$ cat config.mk
export PLATFORM = sky130hd
export DESIGN_NAME = moore_step_ctrl
export DESIGN_NICKNAME = d
export VERILOG_FILES = /design/src/rtl/moore_step_ctrl.sv
export SDC_FILE = /design/constraint.sdc
export NUM_CORES = 1
export LEC_CHECK = 0
export BUFFER_PORTS_ARGS = -buffer_cell sky130_fd_sc_hd__buf_2
export CORE_AREA = 2 2 101 103
export DETAILED_ROUTE_END_ITERATION = 12
export DIE_AREA = 0 0 103 105
export PLACE_DENSITY = 0.8
export SETUP_SLACK_MARGIN = 0.05
export SYNTH_ARGS = -nofsm -noshare
export SYNTH_HDL_FRONTEND = slang
export SYNTH_SLANG_ARGS = --single-unit
$ cat constraint.sdc
create_clock -name clk -period 3.3 [get_ports clk]
set_clock_uncertainty 0.05 [all_clocks]
set_input_delay 0.66 -clock clk [delete_from_list [all_inputs] [get_ports clk]]
set_output_delay 0.66 -clock clk [all_outputs]
set_load 0.005 [all_outputs]
$ cat src/rtl/moore_step_ctrl.sv
// ---------------------------------------------------------------------------
// moore_step_ctrl
//   Walks a small Moore FSM under test through a programmed vector table.
//   Each vector is one STEP cycle (step enable + switch value), then one CHECK
//   cycle that compares the FSM's state/output with the expected values.
//
// Ports
//   clk, reset_n           clock, asynchronous active-low reset
//   start                  run request (IDLE only)
//   init_state             state loaded into the FSM at run start
//   num_vec                vectors to run, clamped to DEPTH
//   stop_on_err            end the run at the first mismatch
//   wr_en/wr_addr/wr_*     vector table write port (ignored while busy)
//   fsm_reset              state-load pulse to the FSM
//   fsm_state_in           value loaded by fsm_reset
//   fsm_ctrl, fsm_sw       FSM step enable and switch input
//   fsm_state, fsm_out     FSM current state and registered output
//   busy, done, pass       run status
//   err_cnt                saturating mismatch count of the last run
//   first_err_valid/_idx   first failing vector of the last run
// ---------------------------------------------------------------------------
module moore_step_ctrl #(
    parameter int DEPTH = 16,
    parameter int AW    = 4,
    parameter int SW_W  = 2,
    parameter int ST_W  = 3,
    parameter int ERRW  = 8
) (
    input  logic            clk,
    input  logic            reset_n,
    input  logic            start,
    input  logic [ST_W-1:0] init_state,
    input  logic [AW:0]     num_vec,
    input  logic            stop_on_err,
    input  logic            wr_en,
    input  logic [AW-1:0]   wr_addr,
    input  logic [SW_W-1:0] wr_sw,
    input  logic [ST_W-1:0] wr_exp_state,
    input  logic            wr_exp_out,
    output logic            fsm_reset,
    output logic [ST_W-1:0] fsm_state_in,
    output logic            fsm_ctrl,
    output logic [SW_W-1:0] fsm_sw,
    input  logic [ST_W-1:0] fsm_state,
    input  logic            fsm_out,
    output logic            busy,
    output logic            done,
    output logic            pass,
    output logic [ERRW-1:0] err_cnt,
    output logic            first_err_valid,
    output logic [AW-1:0]   first_err_idx
);

    localparam logic [2:0] S_IDLE  = 3'd0;
    localparam logic [2:0] S_LOAD  = 3'd1;
    localparam logic [2:0] S_STEP  = 3'd2;
    localparam logic [2:0] S_CHECK = 3'd3;
    localparam logic [2:0] S_DONE  = 3'd4;

    localparam logic [AW:0]     L_DEPTH   = (AW+1)'(DEPTH);
    localparam logic [AW:0]     L_NUM_ONE = 1;
    localparam logic [AW-1:0]   L_IDX_ONE = 1;
    localparam logic [ERRW-1:0] L_ERR_ONE = 1;

    // Vector table: not reset, written only while idle.
    logic [SW_W-1:0] r_tab_sw  [DEPTH];
    logic [ST_W-1:0] r_tab_st  [DEPTH];
    logic            r_tab_out [DEPTH];

    logic [2:0]      r_state;
    logic [AW-1:0]   r_idx;
    logic [AW:0]     r_num;
    logic            r_stop;
    logic [ST_W-1:0] r_init;
    logic [SW_W-1:0] r_sw;
    logic            r_pass;
    logic [ERRW-1:0] r_err;
    logic            r_fev;
    logic [AW-1:0]   r_fei;

    logic            w_busy;
    logic [AW:0]     w_num_clamp;
    logic            w_mis;
    logic            w_last;
    logic [AW-1:0]   w_idx_nx;
    logic [ERRW-1:0] w_err_inc;

    assign w_busy      = (r_state == S_LOAD) || (r_state == S_STEP) || (r_state == S_CHECK);
    assign w_num_clamp = (num_vec > L_DEPTH) ? L_DEPTH : num_vec;
    assign w_mis       = (fsm_state != r_tab_st[r_idx]) || (fsm_out != r_tab_out[r_idx]);
    assign w_last      = ({1'b0, r_idx} == (r_num - L_NUM_ONE));
    assign w_idx_nx    = r_idx + L_IDX_ONE;
    assign w_err_inc   = (r_err == '1) ? r_err : (r_err + L_ERR_ONE);

    always_ff @(posedge clk) begin
        if (wr_en && !w_busy) begin
            r_tab_sw[wr_addr]  <= wr_sw;
            r_tab_st[wr_addr]  <= wr_exp_state;
            r_tab_out[wr_addr] <= wr_exp_out;
        end
    end

    always_ff @(posedge clk or negedge reset_n) begin
        if (!reset_n) begin
            r_state <= S_IDLE;
            r_idx   <= '0;
            r_num   <= '0;
            r_stop  <= 1'b0;
            r_init  <= '0;
            r_sw    <= '0;
            r_pass  <= 1'b0;
            r_err   <= '0;
            r_fev   <= 1'b0;
            r_fei   <= '0;
        end else begin
            case (r_state)
                S_IDLE: begin
                    if (start) begin
                        r_init  <= init_state;
                        r_num   <= w_num_clamp;
                        r_stop  <= stop_on_err;
                        r_err   <= '0;
                        r_fev   <= 1'b0;
                        r_fei   <= '0;
                        r_pass  <= 1'b0;
                        r_state <= S_LOAD;
                    end
                end
                S_LOAD: begin
                    if (r_num == '0) begin
                        r_pass  <= 1'b1;
                        r_state <= S_DONE;
                    end else begin
                        r_idx   <= '0;
                        r_sw    <= r_tab_sw[0];
                        r_state <= S_STEP;
                    end
                end
                S_STEP: r_state <= S_CHECK;
                S_CHECK: begin
                    if (w_mis) begin
                        r_err <= w_err_inc;
                        if (!r_fev) begin
                            r_fev <= 1'b1;
                            r_fei <= r_idx;
                        end
                    end
                    if (w_last || (w_mis && r_stop)) begin
                        // pass is visible in the DONE cycle alongside done
                        r_pass  <= !w_mis && !r_fev;
                        r_state <= S_DONE;
                    end else begin
                        r_idx   <= w_idx_nx;
                        // fsm_sw only changes on entry to STEP, so it holds elsewhere
                        r_sw    <= r_tab_sw[w_idx_nx];
                        r_state <= S_STEP;
                    end
                end
                S_DONE:  r_state <= S_IDLE;
                default: r_state <= S_IDLE;
            endcase
        end
    end

    // Moore decode from the state register: the async reset forces IDLE,
    // so every strobe drops the instant reset_n falls.
    assign fsm_reset       = (r_state == S_LOAD);
    assign fsm_ctrl        = (r_state == S_STEP);
    assign done            = (r_state == S_DONE);
    assign busy            = w_busy;
    assign fsm_state_in    = r_init;
    assign fsm_sw          = r_sw;
    assign pass            = r_pass;
    assign err_cnt         = r_err;
    assign first_err_valid = r_fev;
    assign first_err_idx   = r_fei;

endmodule

==> reports/metrics.yaml <==
status: "completed"
internal-power_w: 0.00371
final_antenna_net_count: 0
cts_inserted_buffers: 17
die_area_um2: 10800
worst_slack_ns: 0.189
fin_area_um2: 6550
initial_core_util: 0.576
rsz0062_at_grt: "no"
period_share: 0.943
async_flop_share: 0.250
use_met1: 0.300
worst_hold_path_type: "in2async"
cts.path.max_buffers: 2
pin_count: 50
critPathKind: "reg2reg"
ys_seq_area_frac: 0.664
final_common_cell: "edfxtp_1"
path_max_fanout: 19
globalRouteMet2Util: 0.372
postCtsHoldBufs: 0
drt_iter0_markers: 257
antenna_found_initial: 0
groute.usage.overall: 0.234
relSlewSlack: 0.408
tightest_slew_ns: 0.885
drtPass1Iterations: 4
min_period_ns: 3.11
fin_cells: 579
postCtsSetupBuffers: 0
p_comb_frac: 0.267
grt_busiest_layer: "met2"
cts-root-buf: "clkbuf_8"
synth-seq-cells: 128
synthesis.nets: 398
die-width_um: 103
synthCells: 368
fin_hold_ws_ns: 0.145
dpl.cell_count: 548
p_sw_frac: 0.301
layout_common_cells: "96 x edfxtp_1, 49 x nand2_1, 49 x buf_2"
p_seq_frac: 0.389
hold_violations: 0
tns_ns: 0
fp.coreArea_um2: 9640
gr-usage-met3: 0.0662
arrival_ns: 3.45
synth_edf_count: 96
yosysWarnings: 0
vias: 3404
cts.sinks: 128
clkPwrFrac: 0.343
power.density_nw_per_um2: 809
ys_types: 55
critPathCaptureType: "register"
drc_errors: 0
ir_worst_vdd_mv: 0.450
max_cap_viol_count: 0
fillCellCount: 679
gp_congestion: 0.809
cts_tree: "yes"
clk_latency_ns: 0.52
grt_max_degree: 33
grt_pass1_vias: 3399
cp.required_ns: 3.64
finalSetupViolCount: 0
p_switching_w: 0.00160
syn_avg_cell_area_um2: 15.1
drive_gt1_frac: 0.280
drt_wl_total_um: 11700
ys.flop_type: "edfxtp_1"
synthesis.area_um2: 5550
start_kind: "register"
cts_max_level: 4
path_clk_slew_ns: 0.06
routed_via_density: 5.88
rows: 36
dpl_cell_area_um2: 5970
wl_per_cell_um: 20.2
ff2ff_setup_slack_ns: 0.19
fmax_mhz: 321
grt_pass1_wl_um: 18300
drv_slew: 0
io_buffers: 49
die_y_um: 105
antenna_cells: 0
dp_worst_setup_slack_ns: 0.317
leakagePower_nw: 2.43
dp_hpwl_um: 7830
post_cts_resized: 0
grt_overflow_total: 0
nNetsFinal: 464
area_growth_pct: 18.0
==> metrics by stage <==
stage,power (W),utilization
after floorplan,0.00310,-
after global placement,0.00344,0.619
after detailed placement,0.00349,0.619
after CTS,0.00533,0.680
after global routing,0.00557,0.680
final,0.00530,0.680
==> flip-flops by register name, indices dropped and copies added, names as in the netlist <==
register         flops
r_tab_sw            32
r_tab_out           16
err_cnt              8
r_state              3
fsm_sw               2
r_stop               1
fsm_state_in         3
first_err_valid      1
first_err_idx        4
r_num                5
r_tab_st            48
pass                 1
r_idx                4
==> cell families (layout without fill, tap and decap cells) <==
group,Yosys count,in the layout,synth area share
xor+xnor,9,9,0.0142
flops,128,128,0.664
fa+ha+maj,3,3,0.00676
buf+inv,23,101,0.0225
compound gates,44,44,0.0570
mux,43,43,0.135
simple gates,118,118,0.101
==> Yosys cell counts, drive strengths merged, types with 2 or more instances <==
| cell type | n | area (µm²) |
|---|---|---|
| dfrtp | 32 | 801 |
| nor3b | 2 | 15.0 |
| or4 | 2 | 15.0 |
| nand3 | 4 | 20.0 |
| nand3b | 4 | 30.0 |
| clkbuf | 4 | 15.0 |
| nor2 | 25 | 96.4 |
| nor2b | 5 | 31.3 |
| and2 | 4 | 25.0 |
| or3 | 4 | 25.0 |
| a22o | 2 | 17.5 |
| inv | 10 | 37.5 |
| mux4 | 24 | 541 |
| o21ai | 11 | 55.1 |
| ha | 3 | 37.5 |
| edfxtp | 96 | 2880 |
| nand2b | 7 | 43.8 |
| o31ai | 5 | 56.3 |
| xor2 | 3 | 26.3 |
| mux2i | 12 | 120 |
| mux2 | 7 | 86.3 |
| nand2 | 49 | 184 |
| o22ai | 2 | 12.5 |
| o211ai | 4 | 30.0 |
| nor3 | 6 | 35.0 |
| a21oi | 7 | 35.0 |
| xnor2 | 6 | 52.6 |
| a211oi | 2 | 15.0 |
| buf | 9 | 72.6 |
| and3 | 3 | 18.8 |
==> power groups by stage <==
stage / combinational, W / sequential (W) / clock [W]
global route: 0.00157 / 0.00209 / 0.00192
global placement: 0.00135 / 0.00209 / 0
CTS: 0.00143 / 0.00206 / 0.00184
floorplan: 0.00107 / 0.00203 / 0
finish: 0.00142 / 0.00207 / 0.00182
detailed placement: 0.00140 / 0.00209 / 0
==> area by class of cell <==
class | instances | area [µm²] | share of cell area
flip-flops and latches | 128 | 3680 | 0.562
repair buffers | 60 | 340 | 0.0519
multi-input cells | 217 | 1740 | 0.266
inverters | 10 | 37.5 | 0.00573
clock inverters | 14 | 168 | 0.0256
clock buffers | 17 | 414 | 0.0632
well taps | 133 | 166 | 0.0254
==> worst paths after layout <==
check                                       startpoint                           end  cells after the start
min                                            reset_n        err_cnt[1]$_DFFE_PN0P_                      1
max reg2reg                       r_idx[1]$_DFFE_PN0P_          r_idx[1]$_DFFE_PN0P_                      8
max                               r_idx[1]$_DFFE_PN0P_          r_idx[1]$_DFFE_PN0P_                      8
min in group clk                         init_state[0]   fsm_state_in[0]$_DFFE_PN0P_                      3
max in group asynchronous                      reset_n  first_err_idx[0]$_DFFE_PN0P_                      1
min reg2reg                fsm_state_in[1]$_DFFE_PN0P_   fsm_state_in[1]$_DFFE_PN0P_                      2
==> worst max-delay path, stage by stage, from the launching register on <==
cell and delay (ns):
dfrtp_1 0.39, buf_12 0.19, mux4_2 0.55, mux4_2 0.50
xnor2_1 0.17, nand2_1 0.19, o31ai_4 0.43, nand2_1 0.16
mux2_1 0.34
==> per-layer routing <==
metal / wire length [µm] / part of all wire
met4: 370 / 0.032
met3: 913 / 0.078
met2: 5880 / 0.50
met5: 0 / 0
met1: 4530 / 0.39
(Power assumes the default switching activity.)
